File: src/rtl/mem_arb_pkg.sv
// Shared types and default widths for the DDR port arbiter.
package mem_arb_pkg;

    typedef enum logic [1:0] {
        ARB_IDLE    = 2'd0,
        ARB_IF_BUSY = 2'd1,
        ARB_LS_BUSY = 2'd2
    } arb_state_e;

    localparam logic REQ_IF = 1'b0;
    localparam logic REQ_LS = 1'b1;

    localparam int ARB_ADDR_W = 19;
    localparam int ARB_DATA_W = 128;
    localparam int ARB_MASK_W = 128;

endpackage

File: src/rtl/mem_arb_grant.sv
// Combinational grant select between fetch and load/store.
// Define ARB_RR_EN for round-robin; default is load/store-over-fetch priority.
module mem_arb_grant
    import mem_arb_pkg::*;
(
    input  logic       i_if_valid,
    input  logic       i_ls_valid,
    input  logic       i_if_flush,
    input  logic       i_rr_ptr,
    output logic [1:0] o_grant
);

    logic w_if_req;
    logic w_pick_if;

    // A fetch raised together with a redirect is stale and never competes.
    assign w_if_req = i_if_valid && !i_if_flush;

`ifdef ARB_RR_EN
    // i_rr_ptr holds the id served last; the other side wins a tie.
    assign w_pick_if = w_if_req && (!i_ls_valid || (i_rr_ptr == REQ_LS));
`else
    logic w_unused_rr;
    assign w_unused_rr = i_rr_ptr;
    assign w_pick_if   = w_if_req && !i_ls_valid;
`endif

    always_comb begin
        o_grant = '0;
        if (w_pick_if)       o_grant[REQ_IF] = 1'b1;
        else if (i_ls_valid) o_grant[REQ_LS] = 1'b1;
    end

endmodule

File: src/rtl/mem_arbiter.sv
// Single-outstanding arbiter sharing the DDR port between IFU fetch and load/store.
// Optional ARB_RR_EN selects round-robin arbitration inside mem_arb_grant.
module mem_arbiter
    import mem_arb_pkg::*;
#(
    parameter int ADDR_WIDTH = ARB_ADDR_W,
    parameter int DATA_WIDTH = ARB_DATA_W,
    parameter int MASK_WIDTH = ARB_MASK_W
) (
    input  logic                  clock,
    input  logic                  reset_n,
    input  logic                  if_valid,
    output logic                  if_ready,
    input  logic [63:0]           if_addr,
    output logic                  if_done,
    output logic [DATA_WIDTH-1:0] if_rdata,
    input  logic                  if_flush,
    input  logic                  ls_valid,
    output logic                  ls_ready,
    input  logic [63:0]           ls_addr,
    input  logic                  ls_we,
    input  logic [MASK_WIDTH-1:0] ls_wmask,
    input  logic [DATA_WIDTH-1:0] ls_wdata,
    output logic                  ls_done,
    output logic [DATA_WIDTH-1:0] ls_rdata,
    output logic                  ddr_ce,
    output logic                  ddr_we,
    output logic [ADDR_WIDTH-1:0] ddr_index,
    output logic [MASK_WIDTH-1:0] ddr_wmask,
    output logic [DATA_WIDTH-1:0] ddr_wdata,
    input  logic                  ddr_done,
    input  logic [DATA_WIDTH-1:0] ddr_rdata
);

    arb_state_e            r_state;
    arb_state_e            w_next_state;
    logic                  r_rr;
    logic                  r_squash;
    logic                  r_if_ready;
    logic                  r_ls_ready;
    logic                  r_if_done;
    logic                  r_ls_done;
    logic [DATA_WIDTH-1:0] r_if_rdata;
    logic [DATA_WIDTH-1:0] r_ls_rdata;
    logic                  r_ddr_ce;
    logic                  r_ddr_we;
    logic [ADDR_WIDTH-1:0] r_ddr_index;
    logic [MASK_WIDTH-1:0] r_ddr_wmask;
    logic [DATA_WIDTH-1:0] r_ddr_wdata;

    logic [1:0]            w_grant;
    logic                  w_idle;
    logic                  w_gnt_if;
    logic                  w_gnt_ls;
    logic                  w_complete;
    logic                  w_if_deliver;
    logic                  w_ls_complete;
    logic                  w_unused_addr;

    assign w_unused_addr = ^{if_addr[63:ADDR_WIDTH+3], if_addr[2:0],
                             ls_addr[63:ADDR_WIDTH+3], ls_addr[2:0]};

    mem_arb_grant u_grant (
        .i_if_valid (if_valid),
        .i_ls_valid (ls_valid),
        .i_if_flush (if_flush),
        .i_rr_ptr   (r_rr),
        .o_grant    (w_grant)
    );

    assign w_idle        = (r_state == ARB_IDLE);
    assign w_gnt_if      = w_idle && w_grant[REQ_IF];
    assign w_gnt_ls      = w_idle && w_grant[REQ_LS];
    // ddr_done outside a transaction is stray and ignored.
    assign w_complete    = ddr_done && !w_idle;
    assign w_ls_complete = ddr_done && (r_state == ARB_LS_BUSY);
    // A redirect seen on the completion cycle itself still kills the response.
    assign w_if_deliver  = ddr_done && (r_state == ARB_IF_BUSY) && !(r_squash || if_flush);

    always_ff @(posedge clock or negedge reset_n) begin
        if (!reset_n) r_state <= ARB_IDLE;
        else          r_state <= w_next_state;
    end

    always_comb begin
        w_next_state = r_state;
        case (r_state)
            ARB_IDLE: begin
                if (w_gnt_ls)      w_next_state = ARB_LS_BUSY;
                else if (w_gnt_if) w_next_state = ARB_IF_BUSY;
            end
            ARB_IF_BUSY,
            ARB_LS_BUSY: begin
                if (ddr_done) w_next_state = ARB_IDLE;
            end
            default: w_next_state = ARB_IDLE;
        endcase
    end

    always_ff @(posedge clock or negedge reset_n) begin
        if (!reset_n) begin
            r_rr        <= REQ_IF;
            r_squash    <= 1'b0;
            r_if_ready  <= 1'b0;
            r_ls_ready  <= 1'b0;
            r_if_done   <= 1'b0;
            r_ls_done   <= 1'b0;
            r_if_rdata  <= '0;
            r_ls_rdata  <= '0;
            r_ddr_ce    <= 1'b0;
            r_ddr_we    <= 1'b0;
            r_ddr_index <= '0;
            r_ddr_wmask <= '0;
            r_ddr_wdata <= '0;
        end else begin
            r_if_ready <= w_gnt_if;
            r_ls_ready <= w_gnt_ls;
            r_if_done  <= w_if_deliver;
            r_ls_done  <= w_ls_complete;

            if (w_gnt_ls) begin
                r_ddr_ce    <= 1'b1;
                r_ddr_we    <= ls_we;
                r_ddr_index <= ls_addr[ADDR_WIDTH+2:3];
                r_ddr_wmask <= ls_wmask;
                r_ddr_wdata <= ls_wdata;
                r_rr        <= REQ_LS;
            end else if (w_gnt_if) begin
                r_ddr_ce    <= 1'b1;
                r_ddr_we    <= 1'b0;
                r_ddr_index <= if_addr[ADDR_WIDTH+2:3];
                r_ddr_wmask <= '0;
                r_rr        <= REQ_IF;
            end else if (w_complete) begin
                r_ddr_ce    <= 1'b0;
                r_ddr_we    <= 1'b0;
                r_ddr_wmask <= '0;
            end

            if (w_if_deliver)  r_if_rdata <= ddr_rdata;
            if (w_ls_complete) r_ls_rdata <= ddr_rdata;

            if (w_complete)
                r_squash <= 1'b0;
            else if ((r_state == ARB_IF_BUSY) && if_flush)
                r_squash <= 1'b1;
        end
    end

    assign if_ready  = r_if_ready;
    assign ls_ready  = r_ls_ready;
    assign if_done   = r_if_done;
    assign ls_done   = r_ls_done;
    assign if_rdata  = r_if_rdata;
    assign ls_rdata  = r_ls_rdata;
    assign ddr_ce    = r_ddr_ce;
    assign ddr_we    = r_ddr_we;
    assign ddr_index = r_ddr_index;
    assign ddr_wmask = r_ddr_wmask;
    assign ddr_wdata = r_ddr_wdata;

endmodule

File: config.mk
export PLATFORM = sky130hd
export DESIGN_NAME = mem_arbiter
export DESIGN_NICKNAME = d
export VERILOG_FILES = /design/src/rtl/mem_arb_pkg.sv /design/src/rtl/mem_arb_grant.sv /design/src/rtl/mem_arbiter.sv
export SDC_FILE = /design/constraint.sdc
export NUM_CORES = 1
export LEC_CHECK = 0
export BUFFER_PORTS_ARGS = -buffer_cell sky130_fd_sc_hd__clkbuf_2
export CORE_AREA = 3 3 411 413
export CTS_BUF_LIST = sky130_fd_sc_hd__clkbuf_8 sky130_fd_sc_hd__clkbuf_16
export CTS_CLUSTER_SIZE = 40
export DETAILED_ROUTE_END_ITERATION = 7
export DIE_AREA = 0 0 414 416
export PLACE_DENSITY_LB_ADDON = 0.25
export SLEW_MARGIN = 30
export SYNTH_ARGS = -nofsm -noshare
export SYNTH_HDL_FRONTEND = slang
export SYNTH_SLANG_ARGS = --single-unit
File: constraint.sdc
create_clock -name clock -period 4.7 [get_ports clock]
set_clock_uncertainty 0.15 [all_clocks]
set_input_delay 0.47 -clock clock [delete_from_list [all_inputs] [get_ports clock]]
set_output_delay 0.47 -clock clock [all_outputs]
set_load 0.01 [all_outputs]
Word-level counts from Yosys, hierarchy flattened
Cells that the tools add are included.

Register bits after elaboration: 540. Input bits: 519. Output and inout bits: 537. Logic and storage cells: 56.

Equal/unequal tests: 4. Mux-type cells: 19. Reduce and logical (&&, ||, !) cells: 20.

Operators by type and width (count): 2-to-1 mux 128 bit (3); 2-to-1 mux 19 bit (2); 2-to-1 mux 1 bit (10); logical AND 1 bit (9); 2-to-1 mux 2 bit (3); zero test 1 bit (4); one-hot mux 2 bit (2 select lines) (1); nonzero test 2 bit (2); != test 3 x 1 -> 1 bit (second input constant) (1); nonzero test 3 bit (1); equality test 2 x 1 -> 1 bit (second input constant) (1); equality test 2 bit (second input constant) (1); zero test 2 bit (1); != test 2 bit (second input constant) (1); AND reduction 2 bit (1); OR reduction 2 bit (1); logical OR 1 bit (1).

Longest topological paths before layout
Gate-level depths: netlist of the first run.

Depth in word-level cells: 8. Gate-level depth with buffers: 8. Gate-level depth less buffers: 6.

By module
A second synthesis of the first run with hierarchy kept.

Cell total of the unflattened synthesis: 1489. Area total of the unflattened synthesis: 20084.3 µm².

By module, submodules not included: mem_arbiter (times used 1, cells each 1486, area each 20060.5 µm², seq. area each 13538.0 µm²); mem_arb_grant (times used 1, cells each 3, area each 23.8 µm², seq. area each 0.0 µm²).

Worst setup path after synthesis of the first run
OpenSTA, ideal clock, no wires.

Path type: flip-flop to flip-flop. Start point: reg r_state[1]. End point: reg r_if_rdata[86], in the netlist if_rdata[86]. Library setup time: 0.125 ns. Arrival: 1.547 ns. Required time: 4.425 ns. Slack: 2.878 ns. Cell stages (with the launch flop): 8. Buffers on the path: 2. Clock period less this slack: 1.822 ns. Cells stage by stage: dfrtp_1 inv_1 ha_1 nand2_1 nor3_2 buf_2 buf_4 mux2_2.

Cells in the longest elaborated chain, start to end: 3.

Ends and longest elaborated chain: from (decl) (line mem_arbiter.sv:35) `arb_state_e r_state;`; from (signal assigned) (line mem_arbiter.sv:82) `else r_state <= w_next_state;`; equality test 2 x 1 -> 1 bit (line mem_arbiter.sv:78) `assign w_if_deliver = ddr_done && (r_state == ARB_IF_BUSY) && !(r_squash || if_flush);`; logical AND 1 bit (2 in a row) (line mem_arbiter.sv:78); named net w_if_deliver (line mem_arbiter.sv:56) `logic w_if_deliver;`; to (signal assigned) (line mem_arbiter.sv:140) `if (w_if_deliver) r_if_rdata <= ddr_rdata;`; to (decl) (line mem_arbiter.sv:43) `logic [DATA_WIDTH-1:0] r_if_rdata;`.

The timed path passes the listed nets, and every way through them passes these cells. A chain may end at the register's enable or synchronous reset.

Final worst setup path of the first run
Start point: reg r_state[1]. End point: reg r_ddr_index[15], in the netlist ddr_index[15].

Cells in the longest elaborated chain, start to end: 3. Elaborated cells between the ends (all ways): 5. Classes of those cells: mux: 1; reduce/logical: 4.

Ends and longest elaborated chain: zero test 2 bit * (line mem_arbiter.sv:71) `assign w_idle = (r_state == ARB_IDLE);`; logical AND 1 bit, on equally long branches (line mem_arbiter.sv:73, mem_arbiter.sv:72); 2-to-1 mux 19 bit / nonzero test 2 bit (equally long branches); to (signal assigned) (line mem_arbiter.sv:124) `r_ddr_index <= ls_addr[ADDR_WIDTH+2:3];`; to (signal assigned) (line mem_arbiter.sv:131) `r_ddr_index <= if_addr[ADDR_WIDTH+2:3];`; to (decl) (line mem_arbiter.sv:47) `logic [ADDR_WIDTH-1:0] r_ddr_index;`.

Mark *: on every way between the ends. The rest lies on a longest branch, timed or not.

==> metrics.md, run 1 <==
| Metric | Value |
|---|---|
| Data required time of the worst path | 5070 ps |
| Initial cell density of the core | approximately an eighth |
| Mean area per synthesized cell | 13.3 µm² |
| Area of the core | 165000 µm² |
| Most frequently used cell type in the post-synthesis netlist | sky130_fd_sc_hd__dfrtp_1 |
| Number of antenna violations at the first check in global routing | 18 |
| Post-layout minimum cycle time | 3120 ps |
| Final core occ | 20.6% |
| Seq cells post-synth | 540 |
| Number of DRC violations after detailed-routing iteration 0 | 870 |
| Reg2Reg Capture Point | ddr_index[15]$_DFFE_PN0P_ |
| Cells traversed along the worst timing path | inv_1 -> ha_1 -> and4bb_1 -> buf_4 -> or2_2 -> a31oi_1 -> dlygate4sd3_1 |
| Cell count of the worst reg-to-reg path | 7 |
| Pwr Total | approximately 22 mW |
| Number of hold violations in the final report | 0 |
| Fmax | 321 MHz |
| GRT Overall Usage | between 10% and 20% |
| Worst Hold Depth | 3 |
| Synth cell types | 27 |
| Launch instance of the worst register-to-register path | r_state[1]$_DFFE_PN0P_ |
| Fraction of layout cells with a size suffix above 1 | 46.3% |
| Tcrit/Tclk final | 66.3% |
| Cell with the largest stage delay on the worst path | sky130_fd_sc_hd__dlygate4sd3_1 |
| Number of nets in the layout | 3429 |
| Largest family of logic cells by synthesized area | multiplexers |
| Final RePlAce weighted congestion | 0.801 |
| Cts bufs inserted | 73 |
| Top cells by area, synth | sky130_fd_sc_hd__dfrtp_1 68%, sky130_fd_sc_hd__mux2_2 14%, sky130_fd_sc_hd__nand2_1 8.0% |
| Via total after detailed routing | 17300 |
| Overall die area | roughly 170000 µm² |
| Clock slew seen by the registers of the worst setup and hold paths | ~60 ps |
| Final routed wirelength across all metal layers | just under 100000 µm |
| Setup violations, final | 0 |
| Highest cell delay on the worst timing path | 600 ps |
| I/O pins | 1056 |
| Critical path fanouts, max | 21 |
| Share of flip-flops with an asynchronous set or reset after synthesis | 100% |
| Most numerous cell types in the synthesized netlist | 540 x sky130_fd_sc_hd__dfrtp_1, 425 x sky130_fd_sc_hd__nand2_1, 256 x sky130_fd_sc_hd__mux2_2 |
| Endpoint arrival time on the critical path | 3490 ps |
| H-tree depth reported by CTS | 3 |
| RSZ-0062 raised after global routing | false |
| Wire length per cell after detailed routing | 19.1 µm |
| Main flop type after synthesis | sky130_fd_sc_hd__dfrtp_1 |
| Normalized max-slew margin | 39.4% |
| GRT Residual Overflow | 0 |
| Via-to-Cell Ratio | between 3 and 4 |
| Slew Limit Fails | 0 |
| Run status | finished, final reports clean |
| Post-route DRC | 0 |
| Class of the most critical hold timing path | in -> reg |
| Yosys warnings | 0 |
| Number of global-route vias before repair | around 19000 |
| First-pass detailed-route iteration total | 5 |
| Wire length of the first global-routing pass | 140000 µm |
| Post-synth top area cell | sky130_fd_sc_hd__dfrtp_1 |
| Mux cell area share after synthesis | between 10% and 20% |
| Launch instance of the worst min-delay path | ls_wdata[88] |
| Die boundary height | 416 µm |
| Synth Net Count | 2030 |
| R2R setup slack | 1580 ps |
| Number of max-cap violations | 0 |
| Largest delay contributor family on the critical path | buffers and inverters |
| Critical path launch point type | flip-flop |
| Num rows | around 150 |
| Worst hold endpoint | ddr_wdata[88]$_DFFE_PN0N_ |
| Number of standard cells after synthesis | between 1500 and 2000 |
| Number of sinks on the clock net | 540 |
| Crit path buf inv count | 3 |
| Area of the mapped netlist | 20000 µm² |
| Synthesized-area fraction occupied by and/or/nand/nor cells | under 10% |
| Adder and majority cell fraction of the synthesized area | 0.250% |
| Final Hold Slack | a little over 30 ps |
| Clock tree from TritonCTS | yes |
| Yosys top cell area share | 67.6% |
| Xor/xnor cell area share of the yosys netlist | 0% |
| Part of the Yosys area used for sequential elements | between 60% and 70% |
| Worst Tran Pin Value | about 910 ps |
| IO Port Bufs | 965 |
| Root cell of the clock tree | sky130_fd_sc_hd__clkbuf_16 |
| Syn-to-layout area delta | 70.6% |
| Insertion delay to the later sink of the worst-skew pair | 650 ps |
| Die X | between 400 and 500 µm |
| Crit path capture type | flip-flop |
| Number of enable flip-flop cells after synthesis | 0 |
| Worst IR Drop VDD | approximately 0.25 mV |
| Half-perimeter wire length after placement | 75200 µm |
| Largest net degree at the start of global routing | 139 |
| TNS Setup | 0 ps |
| Share of the synthesized area in compound gates (AO/OA/AOI/OAI) | 6.47% |
| PwrDens | 655 nW/µm² |
| Routed Antenna Nets | 0 |
| Static leakage | 16.8 nW |
| Worst Path Class, Setup | reg -> reg |
| Worst-case clock buffer depth | 3 |
==> cell usage in the layout, fill, tap and decap left out, drive strengths merged <==
| cell type | Yosys | layout |
|---|---|---|
| nand3 | 1 | 1 |
| or3b | 1 | 1 |
| or2 | 1 | 1 |
| clkinvlp | 0 | 4 |
| a21o | 1 | 1 |
| a21oi | 4 | 4 |
| nand2 | 425 | 425 |
| a22o | 129 | 129 |
| a31oi | 19 | 19 |
| nor3b | 1 | 1 |
| ha | 4 | 4 |
| dfrtp | 540 | 540 |
| inv | 5 | 29 |
| a2bb2oi | 1 | 1 |
| nor2 | 1 | 1 |
| bufinv | 0 | 5 |
| nor3 | 20 | 20 |
| nor2b | 1 | 1 |
| o2bb2ai | 1 | 1 |
| dlygate4sd3 | 0 | 420 |
| diode | 0 | 8 |
| clkbuf | 41 | 1050 |
| and4bb | 1 | 1 |
| clkinv | 1 | 12 |
| mux2 | 256 | 256 |
| buf | 52 | 33 |
| nand2b | 1 | 1 |
==> cells by family (layout without fill, tap and decap cells) <==
logic type / Yosys count / count (layout)
and+or+nand+nor: 453 / 453
adders and majority gates: 4 / 4
AOI/OAI and AO/OA: 155 / 155
DFF: 540 / 540
other: 0 / 8
muxes: 256 / 256
buffers and inverters: 99 / 1553
==> cell type report <==
class                   instances  area (µm²)
fillers                     18200      131000
inverters                       6        30.0
clock inverters                44         390
repair buffers               1417        9360
flip-flops and latches        540       13500
multi-input cells             868        6020
diodes                          8        20.0
clock buffers                  86        2040
well taps                    2189        2740
==> timing repair <==
action | 4_1_cts | 5_1_grt
hold buffers | 420 | 0
buffers inserted | 0 | 0
hold endpoints to repair | 597 | 0
gates resized for setup | 0 | 0
==> report_power, final <==
group	total (mW)	switching, mW	internal [mW]	leakage, nW
registers	8.18	1.27	6.91	6.65
clock network	5.66	2.29	3.37	1.26
logic	8.50	4.82	3.68	8.89
total	22.3	8.37	14.0	16.8
==> per-stage QoR <==
step	cell area (µm²)	instances	setup WS [ps]
2_1_floorplan	20000	1507	2880
3_3_place_gp	27500	4600	1660
6_report	34100	5158	1580
5_1_grt	34100	5157	1310
4_1_cts	34100	5150	1470
3_5_place_dp	27500	4600	1670
==> worst max path at each step <==
stage | to | start | cells past startpoint | slack, ps
5_1_grt | ddr_index[7]$_DFFE_PN0P_ | r_state[0]$_DFFE_PN0P_ | 7 | 1310
3_3_place_gp | ddr_wmask[40]$_DFFE_PN0P_ | r_state[0]$_DFFE_PN0P_ | 7 | 1660
4_1_cts | ddr_index[7]$_DFFE_PN0P_ | r_state[1]$_DFFE_PN0P_ | 7 | 1470
6_report | ddr_index[15]$_DFFE_PN0P_ | r_state[1]$_DFFE_PN0P_ | 7 | 1580
3_5_place_dp | ddr_wmask[45]$_DFFE_PN0P_ | r_state[1]$_DFFE_PN0P_ | 6 | 1670
2_1_floorplan | if_rdata[86]$_DFFE_PN0P_ | r_state[1]$_DFFE_PN0P_ | 7 | 2880
==> worst min-delay path: stages <==
cell and delay (ps):
sky130_fd_sc_hd__clkbuf_2 80, sky130_fd_sc_hd__nand2_1 130, sky130_fd_sc_hd__nand2_1 100
==> flip-flops by register name (all words and copies together) (netlist names), 2 cells and up <==
name and flops:
ddr_wmask 128, ddr_wdata 128, ddr_index 19, if_rdata 128, ls_rdata 128, r_state 2
==> routing by layer <==
| metal | routed length (µm) | global-route usage (%) | part of all wire (%) |
|---|---|---|---|
| met3 | 9330 | 4.78 | 9.5 |
| met5 | 23 | 0 | 0.023 |
| met2 | 48600 | 19.0 | 49 |
| met1 | 37100 | 12.2 | 38 |
| met4 | 3360 | 4.37 | 3.4 |
Power figures use the tool's default switching activity.
==> run 2, diff against run 1 <==
ABC_AREA = 1   (was not set)
CORE_AREA = 3 3 409 411   (was 3 3 411 413)
DIE_AREA = 0 0 412 414   (was 0 0 414 416)
clock period = 2.64 ns   (was 4.7 ns; I/O delays follow)
==> run 2 against run 1 <==
  * Flip-flop and latch count stayed put
  * Clock power is 75% higher
  * Sequential share of layout area down 1.7 points
  * Clock-buffer cell count fell by 7
  * Largest cell class unchanged
  * Power increased by 75%
  * Final cell count is 15% higher
  * Synthesized cell count increased by 50%
  * First-iteration DRC count is 18% higher
  * Die area shrank 0.96%
  * Non-clock buffer count grew 73
  * Critical path type is now in -> reg
==> metrics.md, run 2 <==
| Metric | Value |
|---|---|
| Run status | finished, final reports clean |
| Clock tree from TritonCTS | yes |
| Setup repair bufs after CTS | 0 (unchanged) |
| I/O pins | 1056 (unchanged) |
| Worst IR Drop VDD | 0.539 mV (+110%) |
| Clock slew seen by the registers of the worst setup and hold paths | 50 ps (about the same) |
| Post-synth top area cell | sky130_fd_sc_hd__dfrtp_1 |
| Num rows | 149 (unchanged) |
| Number of filler cells placed in the layout | 18300 (+0.74%) |
| Post-route DRC | 0 (unchanged) |
| Number of max-cap violations | 0 (unchanged) |
| Area after detailed placement | 29000 µm² (+5.6%) |
| Synth cell types | 20 (-26%) |
| Sequential cell area in the final layout | 13500 µm² (unchanged) |
| Endpoint arrival time on the critical path | 3010 ps (-480 ps) |
| Cells traversed along the worst timing path | dlygate4sd3_1 -> clkbuf_2 -> nand2_1 -> dlygate4sd3_1 -> nand2_1 -> dlygate4sd3_1 -> nand3_1 -> dlygate4sd3_1 -> nand2_1 |
| Die X | 412 µm (-0.48%) |
| Final core occ | 21.7% (+1.0 points) |
| Highest cell delay on the worst timing path | 640 ps (+40 ps) |
| Final routed wirelength across all metal layers | 102000 µm (+3.8%) |
| Met2 layer usage reported by global route | 19.5% (+0.52 points) |
| Normalized max-slew margin | 46.9% (+7.5 points) |
| Class of the most critical hold timing path | in -> async |
| First-pass detailed-route iteration total | 5 (unchanged) |
| Number of DRC violations after detailed-routing iteration 0 | 1026 (+18%) |
| H-tree depth reported by CTS | 3 (unchanged) |
| Cell with the largest stage delay on the worst path | sky130_fd_sc_hd__dlygate4sd3_1 |
| Number of antenna violations at the first check in global routing | 24 (+6) |
| Cts bufs inserted | 70 (-4.1%) |
| Area of the mapped netlist | 20900 µm² (+4.7%) |
| Minimum setup slack after placement | 217 ps (-1450 ps) |
| Top cells by area, synth | sky130_fd_sc_hd__dfrtp_1 65%, sky130_fd_sc_hd__nand2_1 18%, sky130_fd_sc_hd__o21ai_0 6.1% |
| Launch instance of the worst register-to-register path | r_state[0]$_DFFE_PN0P_ |
| Cell count of the worst reg-to-reg path | 9 (+2) |
| Main flop type after synthesis | sky130_fd_sc_hd__dfrtp_1 |
| Grt met1 use | 13.7% (+1.6 points) |
| Worst Tran Pin Value | 797 ps (-112 ps) |
| Number of standard cells after synthesis | 2256 (+50%) |
| Crit path capture type | flip-flop |
| Critical path fanouts, max | 2 (-90%) |
| Reg2Reg Capture Point | ddr_index[6]$_DFFE_PN0P_ |
| Commonest cells after routing, fill and taps aside | 1004 x sky130_fd_sc_hd__nand2_1, 963 x sky130_fd_sc_hd__clkbuf_2, 540 x sky130_fd_sc_hd__dfrtp_1, 431 x sky130_fd_sc_hd__dlygate4sd3_1, 257 x sky130_fd_sc_hd__o21ai_0 |
| Worst-case clock buffer depth | 3 (unchanged) |
| Number of hold violations in the final report | 0 (unchanged) |
| Synth Net Count | 2779 (+37%) |
| Overall die area | 171000 µm² (-0.96%) |
| Insertion delay to the later sink of the worst-skew pair | 630 ps (-20 ps) |
| Routed Antenna Nets | 0 (unchanged) |
| Top Usage Layer GRT | met2 |
| IO Port Bufs | 965 (unchanged) |
| Post-route cell area | 35700 µm² (+4.6%) |
| Cell mode on critical path | sky130_fd_sc_hd__dlygate4sd3_1 |
| Static leakage | 18.9 nW (+13%) |
| Worst Path Class, Setup | in -> reg |
| Half-perimeter wire length after placement | 78000 µm (+3.8%) |
| Wire length per cell after detailed routing | 17.3 µm (-9.5%) |
| R2R setup slack | 150 ps (-1430 ps) |
| Slew Limit Fails | 0 (unchanged) |
| Die boundary height | 414 µm (-0.48%) |
| Tcrit/Tclk final | between 90% and 100% |
| Setup slack of the critical path after layout | 54.7 ps (-1530 ps) |
| Mean area per synthesized cell | 9.27 µm² (-30%) |
| Most numerous cell types in the synthesized netlist | 1006 x sky130_fd_sc_hd__nand2_1, 540 x sky130_fd_sc_hd__dfrtp_1, 257 x sky130_fd_sc_hd__o21ai_0 |
| Multi-input combinational cell area | 6130 µm² (+2.0%) |
| Post-layout minimum cycle time | between 2000 and 3000 ps |
| Seq cells post-synth | 540 (unchanged) |
| Grt met3 use | 3.86% (-0.92 points) |
| Fraction of layout cells with a size suffix above 1 | 31.6% (-15 points) |
| Share of flip-flops with an asynchronous set or reset after synthesis | 100% (unchanged) |
| GRT Overall Usage | 11.6% (+0.50 points) |
| Setup violations, final | 0 (unchanged) |
| Largest net degree at the start of global routing | 85 (-39%) |
| Area of the core | 164000 µm² (-0.45%) |
| Most common cell after layout, fill and taps aside | sky130_fd_sc_hd__nand2_1 |
| Part of the Yosys area used for sequential elements | 64.6% (-3.0 points) |
| Root cell of the clock tree | sky130_fd_sc_hd__clkbuf_16 |
| Pwr Total | 39.1 mW (+75%) |
| Most frequently used cell type in the post-synthesis netlist | sky130_fd_sc_hd__nand2_1 |
| Critical path launch point type | input pin |
| PwrDens | 1090 nW/µm² (+67%) |
| Data required time of the worst path | 3070 ps (-2000 ps) |
| Number of global-route vias before repair | 21400 (+14%) |
| Final RePlAce weighted congestion | 0.861 (+7.6%) |
| Number of sinks on the clock net | 540 (unchanged) |
| Number of nets in the layout | 4191 (+22%) |
| Yosys warnings | 0 (unchanged) |
| Syn-to-layout area delta | 70.5% (about the same) |
| Fmax | 387 MHz |
| Number of enable flip-flop cells after synthesis | 0 (unchanged) |
| Wire length of the first global-routing pass | 148000 µm (+5.5%) |
| Via total after detailed routing | 20700 (+20%) |
| Initial cell density of the core | 12.7% (+0.62 points) |
| Via-to-Cell Ratio | 3.51 (+4.6%) |
| GRT Residual Overflow | 0 (unchanged) |
| Yosys top cell area share | 64.6% (-3.0 points) |
-- run 2: cell types whose count changed in the layout (fill, tap and decap cells not counted), moves of 21 or more --
cell                      previous run  this run
sky130_fd_sc_hd__a22o_1            129         0
sky130_fd_sc_hd__buf_12              6        40
sky130_fd_sc_hd__buf_4              26        54
sky130_fd_sc_hd__inv_1              24       151
sky130_fd_sc_hd__mux2_2            256         0
sky130_fd_sc_hd__nand2_1           423      1004
sky130_fd_sc_hd__nand3_1             1        22
sky130_fd_sc_hd__nand4_1             0       129
sky130_fd_sc_hd__o21ai_0             0       257
-- run 2: what timing repair did --
action	CTS	global route
hold buffers	431	0
resized for setup	0	4
setup endpoints to repair	0	6
hold endpoints to repair	683	0
-- run 2: metrics by stage --
step | std cells | hold WS, ps | TNS, ps
after floorplan | 2256 | -182 | 0
after global placement | 5355 | 203 | 0
after detailed placement | 5355 | 190 | 0
after CTS | 5903 | 43.4 | 0
after global routing | 5913 | 73.9 | -0.323
final | 5914 | 72.0 | 0
-- run 2: area by class of cell --
type	count	share of cell area, %
sequential	540	37.9
timing repair buffer	1490	29.1
multi-input combinational	1426	17.2
tap	2189	7.68
clock buffer	79	5.32
inverter	140	1.51
clock inverter	38	1.24
antenna	12	0.0842
-- run 2: report_power, final --
| part | total (mW) | internal, mW | switching (mW) |
|---|---|---|---|
| Clock | 9.91 | 5.94 | 3.96 |
| Combinational | 14.6 | 5.61 | 9.02 |
| Sequential | 14.5 | 12.2 | 2.36 |
| Total | 39.1 | 23.7 | 15.3 |
-- run 2: how the worst max path moves through the flow --
stage / start / to / slack (ps)
after floorplan: r_state[0]$_DFFE_PN0P_ / ddr_wmask[125]$_DFFE_PN0P_ / 1060
after global placement: r_state[0]$_DFFE_PN0P_ / ddr_wmask[0]$_DFFE_PN0P_ / 240
after detailed placement: r_state[0]$_DFFE_PN0P_ / ddr_wmask[0]$_DFFE_PN0P_ / 220
after CTS: r_state[0]$_DFFE_PN0P_ / ddr_index[6]$_DFFE_PN0P_ / 40
after global routing: r_state[0]$_DFFE_PN0P_ / ddr_index[6]$_DFFE_PN0P_ / -0.3
final: if_valid / r_state[1]$_DFFE_PN0P_ / 50
-- run 2: cell families (layout without fill, tap and decap cells) --
| logic type | after synthesis | count (layout) | share of synthesized area, % |
|---|---|---|---|
| simple gates | 1164 | 1164 | 22.7 |
| other cells | 0 | 12 | 0 |
| flops | 540 | 540 | 64.6 |
| fa+ha+maj | 4 | 4 | 0.239 |
| compound gates | 258 | 258 | 6.17 |
| buf+inv | 290 | 1747 | 6.30 |
-- run 2: per-layer routing --
metal / wire [µm] / share of wire (%) / up-vias
met5: 21 / 0.021 / -
met4: 3100 / 3.0 / 4
met3: 8210 / 8.0 / 147
met2: 49800 / 49 / 698
met1: 41000 / 40 / 9920
li1: - / - / 9978
-- run 2: critical path, delay by kind of cell --
family                 cells  cell delay (ps)
AND/OR/NAND/NOR            4              250
buffers and inverters      5             2490
